$ cat src/rtl/mem_bus_arbiter.sv
`timescale 1ns/1ps
// mem_bus_arbiter
//   Two-requester memory bus arbiter. Requester 0 is the processor and
//   requester 1 is I/O/DMA. Ownership is tracked by a three-state FSM
//   (IDLE, OWN0, OWN1). A requester may hold the bus indefinitely while the
//   other is idle. While both are requesting, the owner is limited to
//   MAX_BURST consecutive cycles. The owner's address, write data and write
//   enable are steered to memory combinationally. Read data goes back to
//   both requesters unchanged.
//
//   Optional feature macro: ARB_ROUND_ROBIN_EN
//     defined   : an IDLE tie goes to the requester not most recently granted
//                 (requester 0 wins the first tie after reset)
//     undefined : an IDLE tie always goes to requester 0
//
// Ports
//   clk              clock, all state changes on its rising edge
//   reset            asynchronous, active-high reset
//   req0/req1        bus requests
//   addr0/addr1      requester addresses (16 bits)
//   dout0/dout1      requester write data (16 bits)
//   we0/we1          requester write enables
//   gnt0/gnt1        registered grants (mutually exclusive)
//   mem_addr         memory address (0 when idle)
//   mem_din          memory write data (0 when idle)
//   mem_we           memory write enable (owner's we & req)
//   mem_dout         memory read data
//   rdata            mem_dout passed through to both requesters
//   busy             high whenever the bus is owned
module mem_bus_arbiter #(
  parameter int unsigned MAX_BURST = 4
) (
  input  logic        clk,
  input  logic        reset,
  input  logic        req0,
  input  logic        req1,
  input  logic [15:0] addr0,
  input  logic [15:0] addr1,
  input  logic [15:0] dout0,
  input  logic [15:0] dout1,
  input  logic        we0,
  input  logic        we1,
  output logic        gnt0,
  output logic        gnt1,
  output logic [15:0] mem_addr,
  output logic [15:0] mem_din,
  output logic        mem_we,
  input  logic [15:0] mem_dout,
  output logic [15:0] rdata,
  output logic        busy
);

  typedef enum logic [1:0] {
    IDLE = 2'd0,
    OWN0 = 2'd1,
    OWN1 = 2'd2
  } state_t;

  localparam logic [3:0] BURST_LAST = 4'(MAX_BURST - 1);

  state_t     state;
  state_t     state_nxt;
  logic [3:0] burst_cnt;
  logic       tie_pick1;

`ifdef ARB_ROUND_ROBIN_EN
  // 1 = requester 1 was granted most recently; reset value lets requester 0
  // win the first tie.
  logic last_gnt;

  always_ff @(posedge clk or posedge reset) begin
    if (reset)
      last_gnt <= 1'b1;
    else if (state_nxt != state && state_nxt != IDLE)
      last_gnt <= (state_nxt == OWN1);
  end

  assign tie_pick1 = ~last_gnt;
`else
  assign tie_pick1 = 1'b0;
`endif

  always_comb begin
    state_nxt = state;
    unique case (state)
      IDLE: begin
        if (req0 && req1)
          state_nxt = tie_pick1 ? OWN1 : OWN0;
        else if (req0)
          state_nxt = OWN0;
        else if (req1)
          state_nxt = OWN1;
      end
      OWN0: begin
        if (!req0)
          state_nxt = req1 ? OWN1 : IDLE;
        else if (req1 && burst_cnt == BURST_LAST)
          state_nxt = OWN1;
      end
      OWN1: begin
        if (!req1)
          state_nxt = req0 ? OWN0 : IDLE;
        else if (req0 && burst_cnt == BURST_LAST)
          state_nxt = OWN0;
      end
      default: state_nxt = IDLE;
    endcase
  end

  // Grants and busy are registered from the next state, so they always
  // match the state register without a decode after the flops.
  always_ff @(posedge clk or posedge reset) begin
    if (reset) begin
      state     <= IDLE;
      gnt0      <= 1'b0;
      gnt1      <= 1'b0;
      busy      <= 1'b0;
      burst_cnt <= '0;
    end else begin
      state <= state_nxt;
      gnt0  <= (state_nxt == OWN0);
      gnt1  <= (state_nxt == OWN1);
      busy  <= (state_nxt != IDLE);
      if (state_nxt != state)
        burst_cnt <= '0;
      else if (state != IDLE && burst_cnt != BURST_LAST)
        burst_cnt <= burst_cnt + 4'd1;
    end
  end

  // A write is issued only when the owner is still requesting. This blocks
  // a stale write in the cycle an owner drops req.
  always_comb begin
    mem_addr = '0;
    mem_din  = '0;
    mem_we   = 1'b0;
    if (gnt0) begin
      mem_addr = addr0;
      mem_din  = dout0;
      mem_we   = we0 & req0;
    end else if (gnt1) begin
      mem_addr = addr1;
      mem_din  = dout1;
      mem_we   = we1 & req1;
    end
  end

  assign rdata = mem_dout;

endmodule

$ cat config.mk
export PLATFORM = sky130hd
export DESIGN_NAME = mem_bus_arbiter
export DESIGN_NICKNAME = d
export VERILOG_FILES = /design/src/rtl/mem_bus_arbiter.sv
export SDC_FILE = /design/constraint.sdc
export NUM_CORES = 1
export LEC_CHECK = 0
export CAP_MARGIN = 20
export CORE_ASPECT_RATIO = 1.75
export CORE_MARGIN = 2
export CORE_UTILIZATION = 21
export CTS_CLUSTER_DIAMETER = 60
export DETAILED_ROUTE_END_ITERATION = 10
export PLACE_DENSITY = 0.72
export SYNTH_ARGS = -nofsm -noshare
export SYNTH_HDL_FRONTEND = slang
export SYNTH_SLANG_ARGS = --single-unit
$ cat constraint.sdc
create_clock -name clk -period 1.4 [get_ports clk]
set_input_delay 0.35 -clock clk [delete_from_list [all_inputs] [get_ports clk]]
set_output_delay 0.35 -clock clk [all_outputs]
set_load 0.005 [all_outputs]
Word-level counts from Yosys, hierarchy flattened
Cells that the tools add are included.
Word-level totals
  bits in registers: 9
  latch bits: 0
  memory bits (writable): 0
  memory bits (read-only): 0
  input bits: 86
  word-level logic and storage cells: 41
  memories kept: 0
Cells by class
  add/sub/neg operators: 1
  multiply operators: 0
  div/mod/pow operators: 0
  $lt $le $gt $ge: 0
  eq/ne operators: 7
  shifts and indexed selects: 0
  muxes and demuxes: 18
  bitwise logic cells: 2
  reduce and logical (&&, ||, !) cells: 8
Operators with widths (count)
  $mux 16: 4
  $mux 2: 8
  $mux 4: 2
  $pmux 2 s3: 1
  $reduce_bool 2->1: 3
  $add 4x1->4 const B: 1
  $eq 2x1->1 const B: 2
  $eq 2x2->1 const B: 2
  $eq 4x2->1 const B: 1
  $logic_and 1x1->1: 4
  $ne 4x2->1 const B: 1
  $mux 1: 3
  $and 1x1->1: 2
  $logic_not 2->1: 1
  $ne 2x2->1: 1

Longest topological paths before layout
  word-level depth: 7
  depth in mapped cells: 4

Worst setup path before layout
Ideal clock, no wire load.
  path type: register to register
  start point: register burst_cnt[0]
  end point: register gnt1
  setup time: 0.120 ns
  data arrival time: 1.360 ns
  required time: 1.280 ns
  setup slack: -0.081 ns
  cell stages (with the launch flop): 5
  buffers on the path: 0
  period minus slack after synthesis: 1.481 ns
  cells stage by stage: dfrtp_1 -> ha_1 -> nor3b_2 -> mux2_2 -> o211a_1
On the way
  word-level cells in the longest chain between the ends: 6
Ends and longest elaborated chain
  start: declaration: RTL line 63  | logic [3:0] burst_cnt;
  start signal: assignment: RTL line 127  | burst_cnt <= burst_cnt + 4'd1;
  $eq 4x2->1 *: RTL line 97, 103
  $logic_and 1x1->1, on equally long branches: RTL line 103, 97
  $mux 2, on equally long branches: RTL line 103, 97
  $mux 2, on equally long branches: RTL line 101, 95
  $pmux 2 s3 *: RTL line 85  | unique case (state)
  $eq 2x2->1 *: RTL line 122  | gnt1 <= (state_nxt == OWN1);
  end signal: assignment: RTL line 122
  end: declaration: RTL line 44  | output logic gnt1,
Every way passes the cells marked *; elsewhere a longest branch is shown, timed or not.
A chain may end at the register's enable or synchronous reset.

Worst setup path in the final report
  start point: register gnt1
  end point: output port mem_din[8]
On the way
  word-level cells in the longest chain between the ends: 2
Ends and longest elaborated chain
  $mux 16: RTL line 141  | end else if (gnt1) begin
  $mux 16: RTL line 137  | if (gnt0) begin
  end: declaration: RTL line 46  | output logic [15:0] mem_din,
Every way passes these cells.

==> results_dict.tcl <==
set metrics [dict create \
    status "complete, but fails checks" \
    violations "setup timing" \
    grt_pass1_vias 1186 \
    grtUsageTotal_pct 14.6 \
    final_cell_mix "68 x clkdlybuf4s50_1, 32 x buf_2, 31 x a22o_1" \
    drive_gt1_share_pct 33.8 \
    fillerInstances 449 \
    viasPerCell 4.82 \
    rsz0062_at_grt "yes" \
    grt_pass1_wl_um 5580 \
    grt_max_degree 24 \
    clk_latency_ns 0.24 \
    first_iter_violations 6 \
    first_pass_iters 3 \
    grt_remaining_overflow 0 \
    synth_warnings 0 \
    dr_wl_met3_um 504 \
    final_common_cell "clkdlybuf4s50_1" \
    wl_met2_um 2170 \
    path_clk_slew_ns 0.05 \
    htree_num_levels 1 \
    syn_nets 192 \
    crit_fanout 7 \
    start_kind "register" \
    cts_buffers 3 \
    finalSetupViolCount 37 \
    routed.top_layer "met4" \
    fin_ws_ns -0.349 \
    powerDensity_nw_per_um2 604 \
    die_y_um 92.8 \
    cts-root-buf "clkbuf_8" \
    leakagePower_uw 0.000962 \
    clockBufferDepth 2 \
    core_area_sq_um 4360 \
    clock_skew_ns 0.00295 \
    nNetsFinal 295 \
    yosysTopAreaCell "a22o_1" \
    crit_type "register to output pin" \
    syn-cell-area_sq_um 946 \
    max-cap-violations 0 \
    holdBufCountCts 0 \
    cts.sinks 9 \
    dieArea_sq_um 5080 \
    cp-end-kind "output pin" \
    netlist_top_cells_area "a22o_1 29%, dfrtp_1 24%, buf_4 13%, a21oi_1 2.6%, nand2_1 2.4%" \
    synth_seq_area_share_pct 23.8 \
    drv_slew 0 \
    cts_tree "built" \
    worstHoldPathType "input pin to asynchronous set/reset pin" \
    io_buffers 105 \
    final_core_util_pct 47.7 \
    syn_inst 105 \
    synth.distinct_cells 30 \
    final_antenna_net_count 0 \
    period_minus_slack_ns 1.75 \
    routedWlPerCell_um 15.0 \
    m1WireLength_um 1160 \
    regArea_sq_um 226 \
    reg2regPathDepth 4 \
    slew_headroom_pct 74.8 \
    syn_area_per_cell_sq_um 9.01 \
    worstMarginPinSlew_ns 0.378 \
    hold_viol 0 \
    routed_wl_um 3880 \
    hpwlAfterDp_um 2920 \
    syn_to_final_growth_pct 120 \
    worst_ep_arrival_time_ns 1.40 \
    die_w_um 54.7 \
    antenna_found_initial 0 \
    vias 1243 \
    fmax_ghz 0.572 \
    netlist.area_leader.share_pct 28.7 \
    synth_seq_cells 9 \
    routabilityCongestion 0.733 \
    cp.required_ns 1.05 \
    fin_crit_sh_pct 125 \
    power.total_uw 1260 \
    multi_input_area_sq_um 614 \
    start_util_pct 21.7 \
    io_pins 138 \
    drc_errors 0 \
    rows 32 \
    ir_worst_vdd_mv 0.564 \
    antenna_cells 0 \
]
## path summary, 6_finish.rpt
check / startpoint / endpoint / slack, ns
max reg2reg: burst_cnt[0] / gnt1 / -0.09
min: reset / burst_cnt[0] / 0.38
max in group asynchronous: reset / gnt0 / 0.72
max: gnt1 / mem_din[8] / -0.35
min reg2reg: state[0] / busy / 0.63
min in group clk: req1 / gnt0 / 0.56
## routing by layer
layer	vias to the layer above	track usage [%]
met5	-	0
met4	0	4.38
met3	5	2.10
met2	73	29.1
met1	572	13.8
li1	593	-
## area by class of cell
class	count	share of cell area [%]
timing repair buffer	123	54.0
multi-input combinational	69	29.5
sequential	9	10.9
tap	51	3.07
clock buffer	4	2.16
inverter	2	0.361
## worst max-delay path: stages (launching register included)
cell and delay (ns):
dfrtp_1 0.37, nor2b_4 0.13, buf_6 0.11, buf_6 0.12, buf_16 0.13, a22o_1 0.17, buf_2 0.12
## state kept, by name, indices dropped and copies added (netlist names)
name / count
gnt1: 1
busy: 1
gnt0: 1
state: 2
burst_cnt: 4
## synthesized netlist by cell type, drive strengths merged
cell,n
inv,2
o21a,1
and4bb,2
a2bb2oi,1
o211a,2
a22oi,1
ha,1
mux2i,1
nand3,2
nor2,2
o2111ai,1
o32a,1
o21ai,4
nor2b,1
nor3b,2
buf,20
clkbuf,5
dfrtp,9
nand3b,1
xor2,1
and2b,1
a21oi,5
a22o,31
or3,1
nand2,6
mux2,1
## logic make-up (layout without fill, tap and decap cells)
family,Yosys count,in the layout,synth area share [%]
AO/OA/AOI/OAI,47,47,41.9
AND/OR/NAND/NOR,18,18,12.0
multiplexers,2,2,2.25
XOR/XNOR,1,1,0.926
adder cells (fa/ha/maj),1,1,1.32
flip-flops,9,9,23.8
buffers and inverters,27,129,17.7
## through the flow
step	hold WS (ns)	std cells	setup slack [ns]	TNS [ns]	cell area (sq um)
2_1_floorplan	0.178	105	-0.0365	-0.946	966
3_3_place_gp	0.611	246	-0.498	-14.46	2000
3_5_place_dp	0.638	246	-0.514	-14.70	2000
4_1_cts	0.393	260	-0.367	-11.04	2090
5_1_grt	0.432	258	-0.408	-11.50	2080
6_report	0.385	258	-0.349	-9.41	2080
## where the power goes
part | internal (uW) | switching, uW
clock network | 199 | 108
registers | 279 | 23.4
logic | 431 | 217
total | 909 | 348
## timing repair
item,4_1_cts,5_1_grt
pin swaps,2,7
cloned,3,0
gates resized for setup,144,17
buffers inserted,7,0
setup endpoints to repair,41,43
Note: power is estimated with default switching activity, not from simulation.
